File: src/rtl/router_fsm.sv
// rtl/router_fsm.sv - write-side control FSM for the 1x3 packet router
module router_fsm (
   input  logic       clock,
   input  logic       resetn,
   input  logic       pkt_valid,
   input  logic [1:0] data_in,
   input  logic       parity_done,
   input  logic       low_pkt_valid,
   input  logic       fifo_full,
   input  logic       fifo_empty_0,
   input  logic       fifo_empty_1,
   input  logic       fifo_empty_2,
   input  logic       soft_reset_0,
   input  logic       soft_reset_1,
   input  logic       soft_reset_2,
   output logic       busy,
   output logic       detect_add,
   output logic       lfd_state,
   output logic       ld_state,
   output logic       laf_state,
   output logic       full_state,
   output logic       write_enb_reg,
   output logic       rst_int_reg
);

   typedef enum logic [2:0] {
      DECODE_ADDRESS     = 3'd0,
      LOAD_FIRST_DATA    = 3'd1,
      LOAD_DATA          = 3'd2,
      FIFO_FULL_STATE    = 3'd3,
      LOAD_AFTER_FULL    = 3'd4,
      LOAD_PARITY        = 3'd5,
      CHECK_PARITY_ERROR = 3'd6,
      WAIT_TILL_EMPTY    = 3'd7
   } state_t;

   state_t     state_q, state_d;
   logic [1:0] addr_q, addr_d;
   logic       sel_soft_reset;
   logic       sel_empty_q;
   logic       hdr_empty;

   // Soft reset and the wait-till-empty release follow the latched port;
   // header decode uses the live address field.
   always_comb begin
      sel_soft_reset = 1'b0;
      sel_empty_q    = 1'b0;
      hdr_empty      = 1'b0;
      case (addr_q)
         2'd0:    begin sel_soft_reset = soft_reset_0; sel_empty_q = fifo_empty_0; end
         2'd1:    begin sel_soft_reset = soft_reset_1; sel_empty_q = fifo_empty_1; end
         2'd2:    begin sel_soft_reset = soft_reset_2; sel_empty_q = fifo_empty_2; end
         default: begin sel_soft_reset = 1'b0;         sel_empty_q = 1'b0;         end
      endcase
      case (data_in)
         2'd0:    hdr_empty = fifo_empty_0;
         2'd1:    hdr_empty = fifo_empty_1;
         2'd2:    hdr_empty = fifo_empty_2;
         default: hdr_empty = 1'b0;
      endcase
   end

   always_ff @(posedge clock or negedge resetn) begin
      if (!resetn) begin
         state_q <= DECODE_ADDRESS;
         addr_q  <= 2'd0;
      end else begin
         state_q <= state_d;
         addr_q  <= addr_d;
      end
   end

   always_comb begin
      state_d = state_q;
      addr_d  = addr_q;
      if (state_q == DECODE_ADDRESS && pkt_valid && data_in != 2'b11) begin
         addr_d = data_in;
      end
      if (sel_soft_reset && state_q != DECODE_ADDRESS) begin
         state_d = DECODE_ADDRESS;
      end else begin
         case (state_q)
            DECODE_ADDRESS: begin
               if (pkt_valid && data_in != 2'b11) begin
                  state_d = hdr_empty ? LOAD_FIRST_DATA : WAIT_TILL_EMPTY;
               end
            end
            LOAD_FIRST_DATA: state_d = LOAD_DATA;
            LOAD_DATA: begin
               if (fifo_full)       state_d = FIFO_FULL_STATE;
               else if (!pkt_valid) state_d = LOAD_PARITY;
            end
            FIFO_FULL_STATE: begin
               if (!fifo_full) state_d = LOAD_AFTER_FULL;
            end
            LOAD_AFTER_FULL: begin
               if (parity_done)        state_d = DECODE_ADDRESS;
               else if (low_pkt_valid) state_d = LOAD_PARITY;
               else                    state_d = LOAD_DATA;
            end
            LOAD_PARITY:        state_d = CHECK_PARITY_ERROR;
            CHECK_PARITY_ERROR: state_d = fifo_full ? FIFO_FULL_STATE : DECODE_ADDRESS;
            WAIT_TILL_EMPTY: begin
               if (sel_empty_q) state_d = LOAD_FIRST_DATA;
            end
            default:            state_d = DECODE_ADDRESS;
         endcase
      end
   end

   always_comb begin
      busy          = 1'b0;
      detect_add    = 1'b0;
      lfd_state     = 1'b0;
      ld_state      = 1'b0;
      laf_state     = 1'b0;
      full_state    = 1'b0;
      write_enb_reg = 1'b0;
      rst_int_reg   = 1'b0;
      case (state_q)
         DECODE_ADDRESS:     detect_add = 1'b1;
         LOAD_FIRST_DATA:    begin lfd_state = 1'b1; busy = 1'b1; write_enb_reg = 1'b1; end
         LOAD_DATA:          begin ld_state = 1'b1; write_enb_reg = 1'b1; end
         FIFO_FULL_STATE:    begin full_state = 1'b1; busy = 1'b1; end
         LOAD_AFTER_FULL:    begin laf_state = 1'b1; busy = 1'b1; write_enb_reg = 1'b1; end
         LOAD_PARITY:        begin busy = 1'b1; write_enb_reg = 1'b1; end
         CHECK_PARITY_ERROR: begin rst_int_reg = 1'b1; busy = 1'b1; end
         WAIT_TILL_EMPTY:    busy = 1'b1;
         default:            detect_add = 1'b1;
      endcase
   end

endmodule

File: config.mk
export PLATFORM = sky130hd
export DESIGN_NAME = router_fsm
export DESIGN_NICKNAME = d
export VERILOG_FILES = /design/src/rtl/router_fsm.sv
export SDC_FILE = /design/constraint.sdc
export NUM_CORES = 1
export LEC_CHECK = 0
export CAP_MARGIN = 20
export CORE_AREA = 3 3 40 42
export DETAILED_ROUTE_END_ITERATION = 8
export DIE_AREA = 0 0 43 45
export PLACE_DENSITY = 0.71
export SYNTH_ARGS = -nofsm -noshare
export SYNTH_HDL_FRONTEND = slang
export SYNTH_SLANG_ARGS = --single-unit
File: constraint.sdc
create_clock -name clock -period 3.3 [get_ports clock]
set_clock_uncertainty 0.2 [all_clocks]
set_input_delay 0.495 -clock clock [delete_from_list [all_inputs] [get_ports clock]]
set_output_delay 0.495 -clock clock [all_outputs]
set_load 0.02 [all_outputs]
======== Word-level counts from Yosys, hierarchy flattened ========
Cells that the tools add are included.
operators by class
  equal/unequal tests ..................... 16
  reductions and logical operators ........ 11
  muxes and demuxes ....................... 22
operator list
  kind                                                                     count
  3-bit 2-to-1 mux                                                         9
  3-bit one-hot mux with 8 select lines                                    1
  3-bit == test, second input constant                                     4
  1-bit one-hot mux with 3 select lines                                    3
  1-bit 2-to-1 mux                                                         8
  3-bit by 2-bit == test with 1-bit output, second input constant          2
  3-bit inequality test, second input constant                             2
  6-bit OR reduction                                                       1
  2-bit by 1-bit == test with 1-bit output, second input constant          2
  2-bit == test, second input constant                                     2
  1-bit logical AND                                                        4
  2-bit zero test                                                          2
  4-bit inequality test, second input constant                             1
  4-bit AND reduction                                                      1
  4-bit OR reduction                                                       1
  3-bit by 1-bit == test with 1-bit output, second input constant          1
  3-bit zero test                                                          1
  3-bit by 1-bit inequality test with 1-bit output, second input constant  1
  3-bit nonzero test                                                       1
  2-bit 2-to-1 mux                                                         1
  2-bit inequality test, second input constant                             1
word-level totals
  bits in registers ....................... 5
  input port bits ......................... 14
  word-level logic and storage cells ...... 51
  output and inout port bits .............. 8

======== Depth between registers and ports, before layout ========
Gate-level depths: netlist of run 1.
  depth after elaboration ................. 6
  depth in mapped cells ................... 7
  depth with buffers taken out ............ 6

======== Least setup slack after synthesis of run 1 ========
OpenSTA, ideal clock, no wires.
  path type ............................... reg-to-output
  start ................................... register state_q[0]
  end ..................................... output ld_state
  stages on the path, launching flop included .. 4
  data arrival time ....................... 1138 ps
  data required time ...................... 2605 ps
  path slack .............................. 1467 ps
  cell sequence ........................... dfrtp_1 -> nor2_1 -> inv_1 -> nor2_1
between the ends
  longest elaborated chain between the ends .. 2
ends and longest elaborated chain
  what                                      line  RTL
  start: declaration                        37    state_t state_q, state_d;
  start signal: assignment                  68    state_q <= state_d;
  3-bit by 2-bit == test with 1-bit output  120   case (state_q)
  1-bit 2-to-1 mux                          120
  end: declaration                          19    output logic ld_state,
Every way passes these cells.

======== Worst setup path in the final report of run 1 ========
  start ................................... register state_q[0]
  end ..................................... output detect_add
between the ends
  longest elaborated chain between the ends .. 2
ends and longest elaborated chain
  what              line  RTL
  3-bit zero test   120
  1-bit 2-to-1 mux  120
  end: declaration  17    output logic detect_add,
Every way passes these cells.

==> flow_summary.toml, run 1 <==
[clocking]
post_cts_buffers = 0
htree_levels = 1
cts.sinks = 5
cts_max_path_buffers = 2
cts-root-buf = "clkbuf_4"
cts_buffers = 3
clkLatencyLatePin_ps = 230
clk_pin_slew_ps = 40
cts_resized = 0
cts_tree = "done"
ctsHoldBuffers = 0

[grt]
grt_pass1_vias = 451
gr-total-overflow = 0
grt_max_degree = 10
grt_pass1_wl_um = 2020
gr-usage-all-layers_pct = 13.9
antenna_found_initial = 0

[detailed_routing]
num_vias = 499
drt_first_pass_iters = 4
drtAntennaViolNets = 0
wl_um = 1250
drt_iter0_drc = 5
wl_per_cell_um = 13.0
vias_per_cell = 5.20
drc = 0

[timing]
rsz0062_at_grt = "no"
tightestPinTransition_ps = 489
hold_viol_final = 0
max_freq_mhz = 392
fin_ws_ps = 749
finalCritPeriodShare_pct = 77.3
maxSlewViolCount = 0
final.setup.tns_ps = 0
holdWs_ps = 284
setup_viol = 0
min_period_ps = 2550
max_slew_margin_pct = 67.4

[yosys]
synth_top_area_share_pct = 26.0
syn_avg_cell_area_sq_um = 8.45
yosysTopAreaCell = "dfrtp_1"
ys_seq_area_share_pct = 26.0
syn_nets = 71
synth_area_leaders = "dfrtp_1, mux2_2, a211oi_4"
synth_edf_count = 0
synth_area_sq_um = 482
yosys_warnings = 0
ys_ff_latch = 5
synth_cell_type_count = 30
syn_inst = 57
async_reset_ff_share_pct = 100
synthFlopType = "dfrtp_1"

[critical_path]
slowest_delay_ps = 600
critPathMaxFanout = 9
worst-setup-path-type = "reg -> out"
endpoint_kind = "output pin"
cp-start-kind = "flip-flop"
crit_path_cell_trace = "nor2_1 > nand2_1 > inv_2 > clkdlybuf4s50_1"
worstPathRequired_ps = 2600
critPathSlowestCell = "clkdlybuf4s50_1"
r2r_setup_slack_ps = 1490
arrival_ps = 1860

[finish]
finish.utilization_pct = 56.5
layout_common_cells = "clkdlybuf4s50_1, inv_1, dfrtp_1"
drive_gt1_share_pct = 12.3
nets = 96
fillCellCount = 130
final_common_cell = "clkdlybuf4s50_1"
seq_area_sq_um = 125
multi_input_area_sq_um = 323
flow.area_growth_from_synthesis_pct = 50.6
antenna_cells = 0

[power]
power_leakage_nw = 0.289
total_power_mw = 0.649
powerDensity_mw_per_mm2 = 894
irDropWorstVdd_v = 0.000495

[run]
maxCapViolations = 0

[placed_design]
pre_cts_ws_ps = 991
port_buffers = 21
gp_congestion = 0.820
hpwlAfterDp_um = 1040

[floorplanning]
rows = 13
dieArea_sq_mm = 0.00194
io_pins = 22
core_area_sq_mm = 0.00128
die_y_um = 45
die_w_um = 43
start_util_pct = 37.5

[hold_path]
worstHoldPathType = "in -> async"

[run_status]
outcome = "finished clean"
-- critical path: cells and delay by family, from the launching register on --
kind / cells / cell delay [ps]
flops: 1 / 450
buf+inv: 2 / 690
simple gates: 2 / 480
-- area by class of cell --
type / instances / share of cell area (%)
Multi-Input combinational cell: 45 / 44.5
Timing Repair Buffer: 21 / 29.0
Tap cell: 15 / 2.59
Sequential cell: 5 / 17.2
Inverter: 6 / 3.10
Clock buffer: 4 / 3.62
-- metal layers --
metal | up-vias | wire (um) | global-route usage [%]
li1 | 255 | - | -
met1 | 231 | 579 | 18.4
met2 | 13 | 588 | 21.3
met3 | 0 | 78 | 3.19
met4 | 0 | 0 | 7.23
met5 | - | 0 | 0
-- through the flow --
stage	instance area, sq um	instances
after CTS	726	96
after floorplan	482	57
final	726	96
after detailed placement	699	92
after global placement	699	92
after global routing	726	96
-- synth_stat cells, types with 2 or more instances --
library cell / number
a21oi_1: 4
and2_1: 2
dfrtp_1: 5
inv_1: 5
mux2_2: 2
mux2i_1: 2
nand2_1: 3
nand2b_1: 3
nor2_1: 4
nor2b_1: 3
o21ai_0: 4
o221ai_1: 2
-- worst paths after layout --
path | startpoint | depth (start not counted) | to
setup / recovery | state_q[0] | 4 | detect_add
hold / removal | resetn | 1 | state_q[0]
setup reg to reg | addr_q[1] | 4 | state_q[0]
hold reg to reg | addr_q[1] | 1 | addr_q[1]
max in group asynchronous | resetn | 1 | addr_q[1]
min in group clock | addr_q[1] | 1 | addr_q[1]
-- state kept, by name, indices dropped and copies added, names as in the netlist --
signal   cells
state_q      3
addr_q       2
-- where the power goes --
group	internal [mW]	switching, mW
sequential	0.0928	0.0475
combinational	0.217	0.225
clock	0.0455	0.0211
-- cells by family (layout without fill, tap and decap cells) --
family	count (synthesis)	count (layout)	synth area share, %
mux	4	4	8.83
compound gates	19	19	31.2
xor+xnor	1	1	1.82
flops	5	5	26.0
buf+inv	7	31	7.01
simple gates	21	21	25.2
Note: power is estimated with default switching activity, not from simulation.
==> run 2, diff against run 1 <==
- clock period: 3.3 -> 2.65 ns (I/O delays scaled with it)
==> run 2 against run 1 <==
  * Sequential share of layout area unchanged
  * Flip-flop and latch count stayed put
  * Critical path type unchanged
  * Largest cell class unchanged
  * Via count up 0.40%
  * Non-clock buffer count stayed put
  * Critical path depth unchanged
  * Register-to-register slack worse by 650 ps
  * First-iteration DRC count grew to 3.6 times the previous value
  * Setup slack lost 540 ps
  * Combinational power is 24% higher
  * Clock power increased by 26%
==> flow_summary.toml, run 2 (same netlist as run 1, synthesis figures left out) <==
[power]
pwr-share-comb_pct = 68.1
irDropWorstVdd_v = 0.000611
intPower_mw = 0.442
powerDensity_mw_per_mm2 = 1110
sw_frac_of_total_pct = 45.2
total_power_mw = 0.807
net-switching-power_mw = 0.365
clockPowerShare_pct = 10.4
power_leakage_nw = 0.289
seqPwrFrac_pct = 21.5

[placed_design]
gp_congestion = 0.819
port_buffers = 21
placed_area_sq_um = 699
dpl.cell_count = 92
hpwlAfterDp_um = 1010

[floorplanning]
core_area_sq_mm = 0.00128
rows = 13
start_util_pct = 37.5
die_y_um = 45
dieArea_sq_mm = 0.00194
die_w_um = 43
io_pins = 22

[finish]
fin_area_sq_um = 726
layout_common_cells = "clkdlybuf4s50_1, inv_1, dfrtp_1"
multi_input_area_sq_um = 323
top_register = "state_q"
top_regs = "state_q: 3 flops, addr_q: 2 flops"
final_common_cell = "clkdlybuf4s50_1"
drive_gt1_share_pct = 12.3
antenna_cells = 0
fillCellCount = 127
nets = 96
seq_area_sq_um = 125
flow.area_growth_from_synthesis_pct = 50.6
finish.utilization_pct = 56.5
largest_register_ff_count = 3
fin_cells = 96

[detailed_routing]
num_vias = 501
wl_um = 1230
drt_first_pass_iters = 4
vias_per_cell = 5.22
drtAntennaViolNets = 0
wl_per_cell_um = 12.8
drc = 0
drt_iter0_drc = 18

[clocking]
clkLatencyLatePin_ps = 230
cts_max_path_buffers = 2
clk_pin_slew_ps = 40
cts.sinks = 5
cts_buffers = 3
cts_tree = "done"
post_cts_buffers = 0
htree_levels = 1
cts_resized = 0
ctsHoldBuffers = 0
cts-root-buf = "clkbuf_4"

[critical_path]
r2r_setup_slack_ps = 840
cp-start-kind = "flip-flop"
worstPathRequired_ps = 2050
crit_family = "buffers and inverters"
critPathMaxFanout = 9
arrival_ps = 1840
worstRegToRegCells = 4
slowest_delay_ps = 600
worstReg2RegStart = "addr_q[1]"
critPathSlowestCell = "clkdlybuf4s50_1"
endpoint_kind = "output pin"
critPathBufInv = 2
reg2reg_to = "state_q[0]"
worst-setup-path-type = "reg -> out"
crit_path_cell_trace = "nor2_1 > nand2_1 > inv_2 > clkdlybuf4s50_1"

[grt]
grt_pass1_wl_um = 1990
gr-usage-all-layers_pct = 13.9
busiest_layer = "met2"
globalRouteMet1Util_pct = 18.6
grt_max_degree = 10
gr-total-overflow = 0
antenna_found_initial = 0
use_met3_pct = 3.19
met2_usage_pct = 20.1
grt_pass1_vias = 446

[timing]
maxSlewViolCount = 0
finalCritPeriodShare_pct = 92.1
rsz0062_at_grt = "no"
setup_viol = 0
hold_viol_final = 0
final.setup.tns_ps = 0
max_freq_mhz = 410
tightestPinTransition_ps = 497
min_period_ps = 2440
max_slew_margin_pct = 66.9

[run]
maxCapViolations = 0

[run_status]
outcome = "finished clean"

[hold_path]
worstHoldPathType = "in -> async"
==> run 2: cell counts in the layout (fill, tap and decap cells not counted) <==
Identical to the previous run, type by type.
==> run 2: cell type report <==
| cell class | count | share of cell area, % |
|---|---|---|
| clock buffers | 4 | 3.62 |
| inverters | 6 | 3.10 |
| multi-input cells | 45 | 44.5 |
| flip-flops and latches | 5 | 17.2 |
| well taps | 15 | 2.59 |
| repair buffers | 21 | 29.0 |
==> run 2: how the worst max path moves through the flow <==
stage,from,endpoint,slack [ps],depth (start not counted)
floorplan,state_q[0],ld_state,910,3
global placement,pkt_valid,state_q[0],440,5
detailed placement,pkt_valid,state_q[0],440,5
CTS,state_q[0],detect_add,200,4
global route,state_q[0],detect_add,60,4
finish,state_q[0],detect_add,210,4
==> run 2: worst register-to-register path, stage by stage, from the launching register on <==
cell	delay, ps
dfrtp_1	400
mux2_2	350
a221oi_1	450
o21ai_0	140
o311a_1	140
==> run 2: layer usage <==
layer	vias up	part of all wire, %
li1	255	-
met1	233	47
met2	11	47
met3	2	5.4
met4	0	0.65
met5	-	0
==> run 2: power by group through the flow <==
stage	clock, mW	combinational [mW]	sequential, mW
6_report	0.0838	0.549	0.173
2_1_floorplan	0	0.386	0.151
3_5_place_dp	0	0.551	0.173
5_1_grt	0.0936	0.596	0.181
4_1_cts	0.0888	0.554	0.172
3_3_place_gp	0	0.550	0.170
==> run 2: stage by stage <==
| step | setup WS (ps) | hold slack (ps) |
|---|---|---|
| detailed placement | 436 | 370 |
| floorplan | 915 | -98.1 |
| finish | 210 | 183 |
| CTS | 204 | 181 |
| global route | 59.8 | 177 |
| global placement | 437 | 365 |
